===== config.mk =====
export PLATFORM = sky130hd
export DESIGN_NAME = div_unit
export DESIGN_NICKNAME = d
export VERILOG_FILES = /design/src/rtl/div_unit.sv
export SDC_FILE = /design/constraint.sdc
export NUM_CORES = 1
export LEC_CHECK = 0
export BUFFER_PORTS_ARGS = -buffer_cell sky130_fd_sc_hd__buf_4
export CORE_ASPECT_RATIO = 2
export CORE_MARGIN = 2
export CORE_UTILIZATION = 35
export DETAILED_ROUTE_END_ITERATION = 6
export SYNTH_ARGS = -nofsm -noshare
export SYNTH_HDL_FRONTEND = slang
export SYNTH_SLANG_ARGS = --single-unit

===== constraint.sdc =====
create_clock -name clk -period 17.3 [get_ports clk]
set_clock_uncertainty 0.2 [all_clocks]
set_input_delay 0.865 -clock clk [delete_from_list [all_inputs] [get_ports clk]]
set_output_delay 0.865 -clock clk [all_outputs]
set_load 0.03 [all_outputs]

===== src/rtl/div_unit.sv =====
// Iterative radix-2 restoring divider (DIV/DIVU) returning {remainder, quotient} for HI/LO.
// Optional build macro DIV_EARLY_EXIT_EN skips the iteration loop when |a| < |b|.

`ifndef EXE_DIV_OP
`define EXE_DIV_OP  8'b00011010
`endif
`ifndef EXE_DIVU_OP
`define EXE_DIVU_OP 8'b00011011
`endif

module div_unit #(
    parameter int DATA_W = 32
) (
    input  logic                  clk,
    input  logic                  rst,
    input  logic [7:0]            alucontrol,
    input  logic                  start,
    input  logic                  annul,
    input  logic [DATA_W-1:0]     a,
    input  logic [DATA_W-1:0]     b,
    output logic [2*DATA_W-1:0]   result,
    output logic                  ready,
    output logic                  busy
);

    typedef enum logic [1:0] {IDLE, ZERO, ON, END} state_t;

    state_t              state, state_nxt;
    logic [5:0]          cnt;
    logic [2*DATA_W:0]   shreg;
    logic [DATA_W-1:0]   divisor;
    logic [DATA_W-1:0]   a_raw;
    logic                signed_op;
    logic                a_neg;
    logic                quot_neg;
    logic [2*DATA_W-1:0] result_q;

    logic                is_div, is_divu, accept, early_exit;
    logic [DATA_W-1:0]   a_mag, b_mag;
    logic [2*DATA_W:0]   shifted, step;
    logic [DATA_W-1:0]   quo, rem, q_fix, r_fix;
    logic [2*DATA_W-1:0] done_val;

    assign is_div  = (alucontrol == `EXE_DIV_OP);
    assign is_divu = (alucontrol == `EXE_DIVU_OP);
    assign accept  = (state == IDLE) && start && !annul && (is_div || is_divu);
    assign a_mag   = (is_div && a[DATA_W-1]) ? (~a + 1'b1) : a;
    assign b_mag   = (is_div && b[DATA_W-1]) ? (~b + 1'b1) : b;

`ifdef DIV_EARLY_EXIT_EN
    assign early_exit = (b != '0) && (a_mag < b_mag);
`else
    assign early_exit = 1'b0;
`endif

    // One restoring step: shift left, subtract the divisor when it fits.
    always_comb begin
        shifted = {shreg[2*DATA_W-1:0], 1'b0};
        step    = shifted;
        if (shifted[2*DATA_W:DATA_W] >= {1'b0, divisor}) begin
            step[2*DATA_W:DATA_W] = shifted[2*DATA_W:DATA_W] - {1'b0, divisor};
            step[0]               = 1'b1;
        end
    end

    always_comb begin
        quo      = shreg[DATA_W-1:0];
        rem      = shreg[2*DATA_W-1:DATA_W];
        q_fix    = (signed_op && quot_neg) ? (~quo + 1'b1) : quo;
        r_fix    = (signed_op && a_neg) ? (~rem + 1'b1) : rem;
        done_val = (state == ZERO) ? {a_raw, {DATA_W{1'b1}}} : {r_fix, q_fix};
    end

    always_comb begin
        state_nxt = state;
        case (state)
            IDLE: begin
                if (accept) begin
                    if (b == '0)
                        state_nxt = ZERO;
                    else if (early_exit)
                        state_nxt = END;
                    else
                        state_nxt = ON;
                end
            end
            ZERO:    state_nxt = IDLE;
            ON:      if (cnt == 6'(DATA_W-1)) state_nxt = END;
            END:     state_nxt = IDLE;
            default: state_nxt = IDLE;
        endcase
        if (annul && state != IDLE)
            state_nxt = IDLE;
    end

    // The result output shows the fresh value while ready, otherwise the last delivered one,
    // so an annulled END/ZERO cycle leaves the visible result untouched.
    assign ready  = ((state == ZERO) || (state == END)) && !annul;
    assign busy   = (state != IDLE);
    assign result = ready ? done_val : result_q;

    always_ff @(posedge clk or posedge rst) begin
        if (rst) begin
            state     <= IDLE;
            cnt       <= '0;
            shreg     <= '0;
            divisor   <= '0;
            a_raw     <= '0;
            signed_op <= 1'b0;
            a_neg     <= 1'b0;
            quot_neg  <= 1'b0;
            result_q  <= '0;
        end else begin
            state <= state_nxt;
            if (accept) begin
                signed_op <= is_div;
                a_neg     <= a[DATA_W-1];
                quot_neg  <= a[DATA_W-1] ^ b[DATA_W-1];
                a_raw     <= a;
                divisor   <= b_mag;
                cnt       <= '0;
                shreg     <= early_exit ? {1'b0, a_mag, {DATA_W{1'b0}}}
                                        : {{(DATA_W+1){1'b0}}, a_mag};
            end else if (state == ON) begin
                shreg <= step;
                cnt   <= (cnt == 6'(DATA_W-1)) ? 6'd0 : cnt + 6'd1;
            end
            if (ready)
                result_q <= done_val;
        end
    end

endmodule


==> metrics.yaml <==
status: "finished, final reports clean"
leakage_nw: 6.53
nNetsFinal: 1739
routedWlPerCell_um: 17.7
relSlewSlack_pct: 20.8
synth_edf_count: 0
drtAntennaViolNets: 0
antenna_found_initial: 0
crit_slowest_cell: "nor3_1"
start_util_pct: 35.5
ys_ff_latch: 202
seqCellArea_um2: 5060
cts_tree: "built"
final_cell_mix: "nand2_1 (303), dfrtp_1 (201), o21ai_0 (169), buf_4 (152)"
start_kind: "flip-flop"
fmax_ghz: 0.204
dp_hpwl_um: 28300
grt_pass1_vias: 11200
multi_input_area_um2: 7140
cts_htree_levels: 1
wirelength_um: 37100
rows: 98
cts_setup_buffers: 0
nFillCells: 3666
viasPerCell: 5.31
cts.path.max_buffers: 3
ys_seq_area_share_pct: 39.8
synth-async-reset-ratio_pct: 100
crit_type: "reg -> out"
die_h_um: 273
period_share_pct: 28.4
syn_nets: 1644
post_cts_resized: 0
timing.hold.ws_ns: 0.171
diodes: 0
core_um2: 35800
syn_area_um2: 12700
rsz0062_at_grt: "false"
final_common_cell: "nand2_1"
worst_path_most_repeated_cell: "o21ai_0"
final_hold_viol_count: 0
drv_slew: 0
syn-instance-count: 1530
finalCriticalPeriod_ns: 4.91
vias: 11100
grt_max_degree: 118
utilization_pct: 41.4
clkSinkCount: 202
crit_chain: "nor4_1 -> nand3_1 -> nor3_1 -> and2_1 -> a31oi_1 -> xnor2_1 -> nand2_1 -> o21ai_0 -> o21ai_0 -> buf_4"
cap_violations: 0
setup_ws_ns: 12.39
clock_latency_ns: 0.53
drt-pass1-iter-count: 5
power_density_nw_per_um2: 109
hold_buffers: 0
numCtsBuffers: 22
required_ns: 16.23
drc_errors: 0
setup_violations: 0
peakVddDrop_uv: 88.5
numPortBuffers: 141
tightest_slew_ns: 1.19
finalSetupTns_ns: 0
drive_above_1_share_pct: 13.0
drt_iter0_drc: 549
path_max_fanout: 6
syn_area_per_cell_um2: 8.31
yosys_warnings: 0
hold_path_class: "in -> async"
place_congestion: 0.915
grt_usage_pct: 19.1
area_growth_pct: 16.7
crit_path_max_incr_delay_ns: 0.79
endpoint_kind: "primary output"
die_area_um2: 37900
die_w_um: 139
cts.reportedPaths.clkPinSlew_ns: 0.06
ys_types: 65
grt.overflow.total: 0
grt_pass1_wl_um: 59100
cp_data_arrival_time_ns: 3.84
synth_flop_cell: "dfrtp_1"
ioPinCount: 142
ctsRootBufferMaster: "clkbuf_16"
dp_slack_ns: 12.99
==> sequential cells by signal, summed over array words and instances (netlist names) <==
signal / cells
a_raw: 32
cnt: 6
divisor: 32
quot_neg: 1
result_q: 64
shreg: 64
signed_op: 1
state: 2
==> worst max-delay path: cells and delay by family (launching register included) <==
kind / cells / cell delay (ns)
XOR/XNOR: 1 / 0.18
flip-flops: 1 / 0.44
AO/OA/AOI/OAI: 3 / 0.46
AND/OR/NAND/NOR: 5 / 1.99
buffers and inverters: 1 / 0.22
==> final cells by class <==
cell class / count / area share, %
Clock buffer: 34 / 4.42
Clock inverter: 5 / 0.439
Inverter: 55 / 1.44
Multi-Input combinational cell: 1192 / 48.1
Sequential cell: 202 / 34.1
Tap cell: 450 / 3.80
Timing Repair Buffer: 152 / 7.69
==> layer usage <==
metal  vias to the layer above  wire length, µm  part of all wire (%)  GRT usage, %
met5                         -                0                     0             0
met1                      5237            14100                    38          20.5
met2                       254            19800                    53          36.9
met3                        92             1230                   3.3          1.92
met4                         0             1960                   5.3          9.86
li1                       5511                -                     -             -
==> cells in the mapped netlist (all sizes together), types with 7 or more instances <==
| cell | count | area share (%) |
|---|---|---|
| o21a | 8 | 0.47 |
| a31oi | 35 | 1.7 |
| a21o | 15 | 0.89 |
| o21ai | 196 | 7.7 |
| or4 | 7 | 0.44 |
| nor3 | 21 | 0.92 |
| xnor2 | 83 | 5.7 |
| inv | 54 | 1.6 |
| dfrtp | 202 | 40 |
| o22a | 31 | 2.1 |
| nor2 | 83 | 2.5 |
| buf | 12 | 0.55 |
| o31ai | 14 | 0.83 |
| nand2 | 304 | 9.0 |
| or3 | 16 | 0.83 |
| nand3 | 53 | 2.1 |
| and2 | 9 | 0.44 |
| nor4 | 12 | 0.64 |
| nand2b | 15 | 0.74 |
| xor2 | 63 | 4.3 |
| and3 | 9 | 0.44 |
| ha | 37 | 3.6 |
| mux2i | 28 | 2.2 |
| nand4 | 9 | 0.56 |
| or2 | 9 | 0.46 |
| clkbuf | 69 | 2.0 |
| a21oi | 73 | 2.9 |
| o41ai | 13 | 1.3 |
==> report_power, final <==
part           internal [mW]  switching, mW  total, mW  leakage, nW
Combinational          0.229          0.293      0.523         3.62
Clock                  0.276          0.202      0.478        0.354
Sequential             0.531         0.0874      0.618         2.56
==> worst paths after layout <==
check | startpoint | endpoint | slack, ns | cells past startpoint
hold / removal | rst | result_q[45] | 0.17 | 2
max in group asynchronous | rst | state[1] | 15.34 | 3
min in group clk | a_raw[15] | a_raw[15] | 0.27 | 2
hold reg to reg | a_raw[15] | a_raw[15] | 0.27 | 2
setup / recovery | shreg[39] | result[63] | 12.39 | 10
setup reg to reg | shreg[31] | shreg[62] | 13.31 | 13
==> stage by stage <==
stage	std cells	area, µm²	total power, mW
2_1_floorplan	1530	12700	0.999
4_1_cts	2090	14800	1.63
3_3_place_gp	2051	14100	1.14
3_5_place_dp	2051	14100	1.15
5_1_grt	2090	14800	1.72
6_report	2090	14800	1.62
==> logic make-up after synthesis <==
logic type | share of synthesized area [%]
DFF | 39.8
and+or+nand+nor | 20.2
muxes | 2.29
xor gates and xnor gates | 10.1
adders and majority gates | 3.80
AOI/OAI and AO/OA | 19.6
buffers and inverters | 4.21
Note: power is estimated with default switching activity, not from simulation.
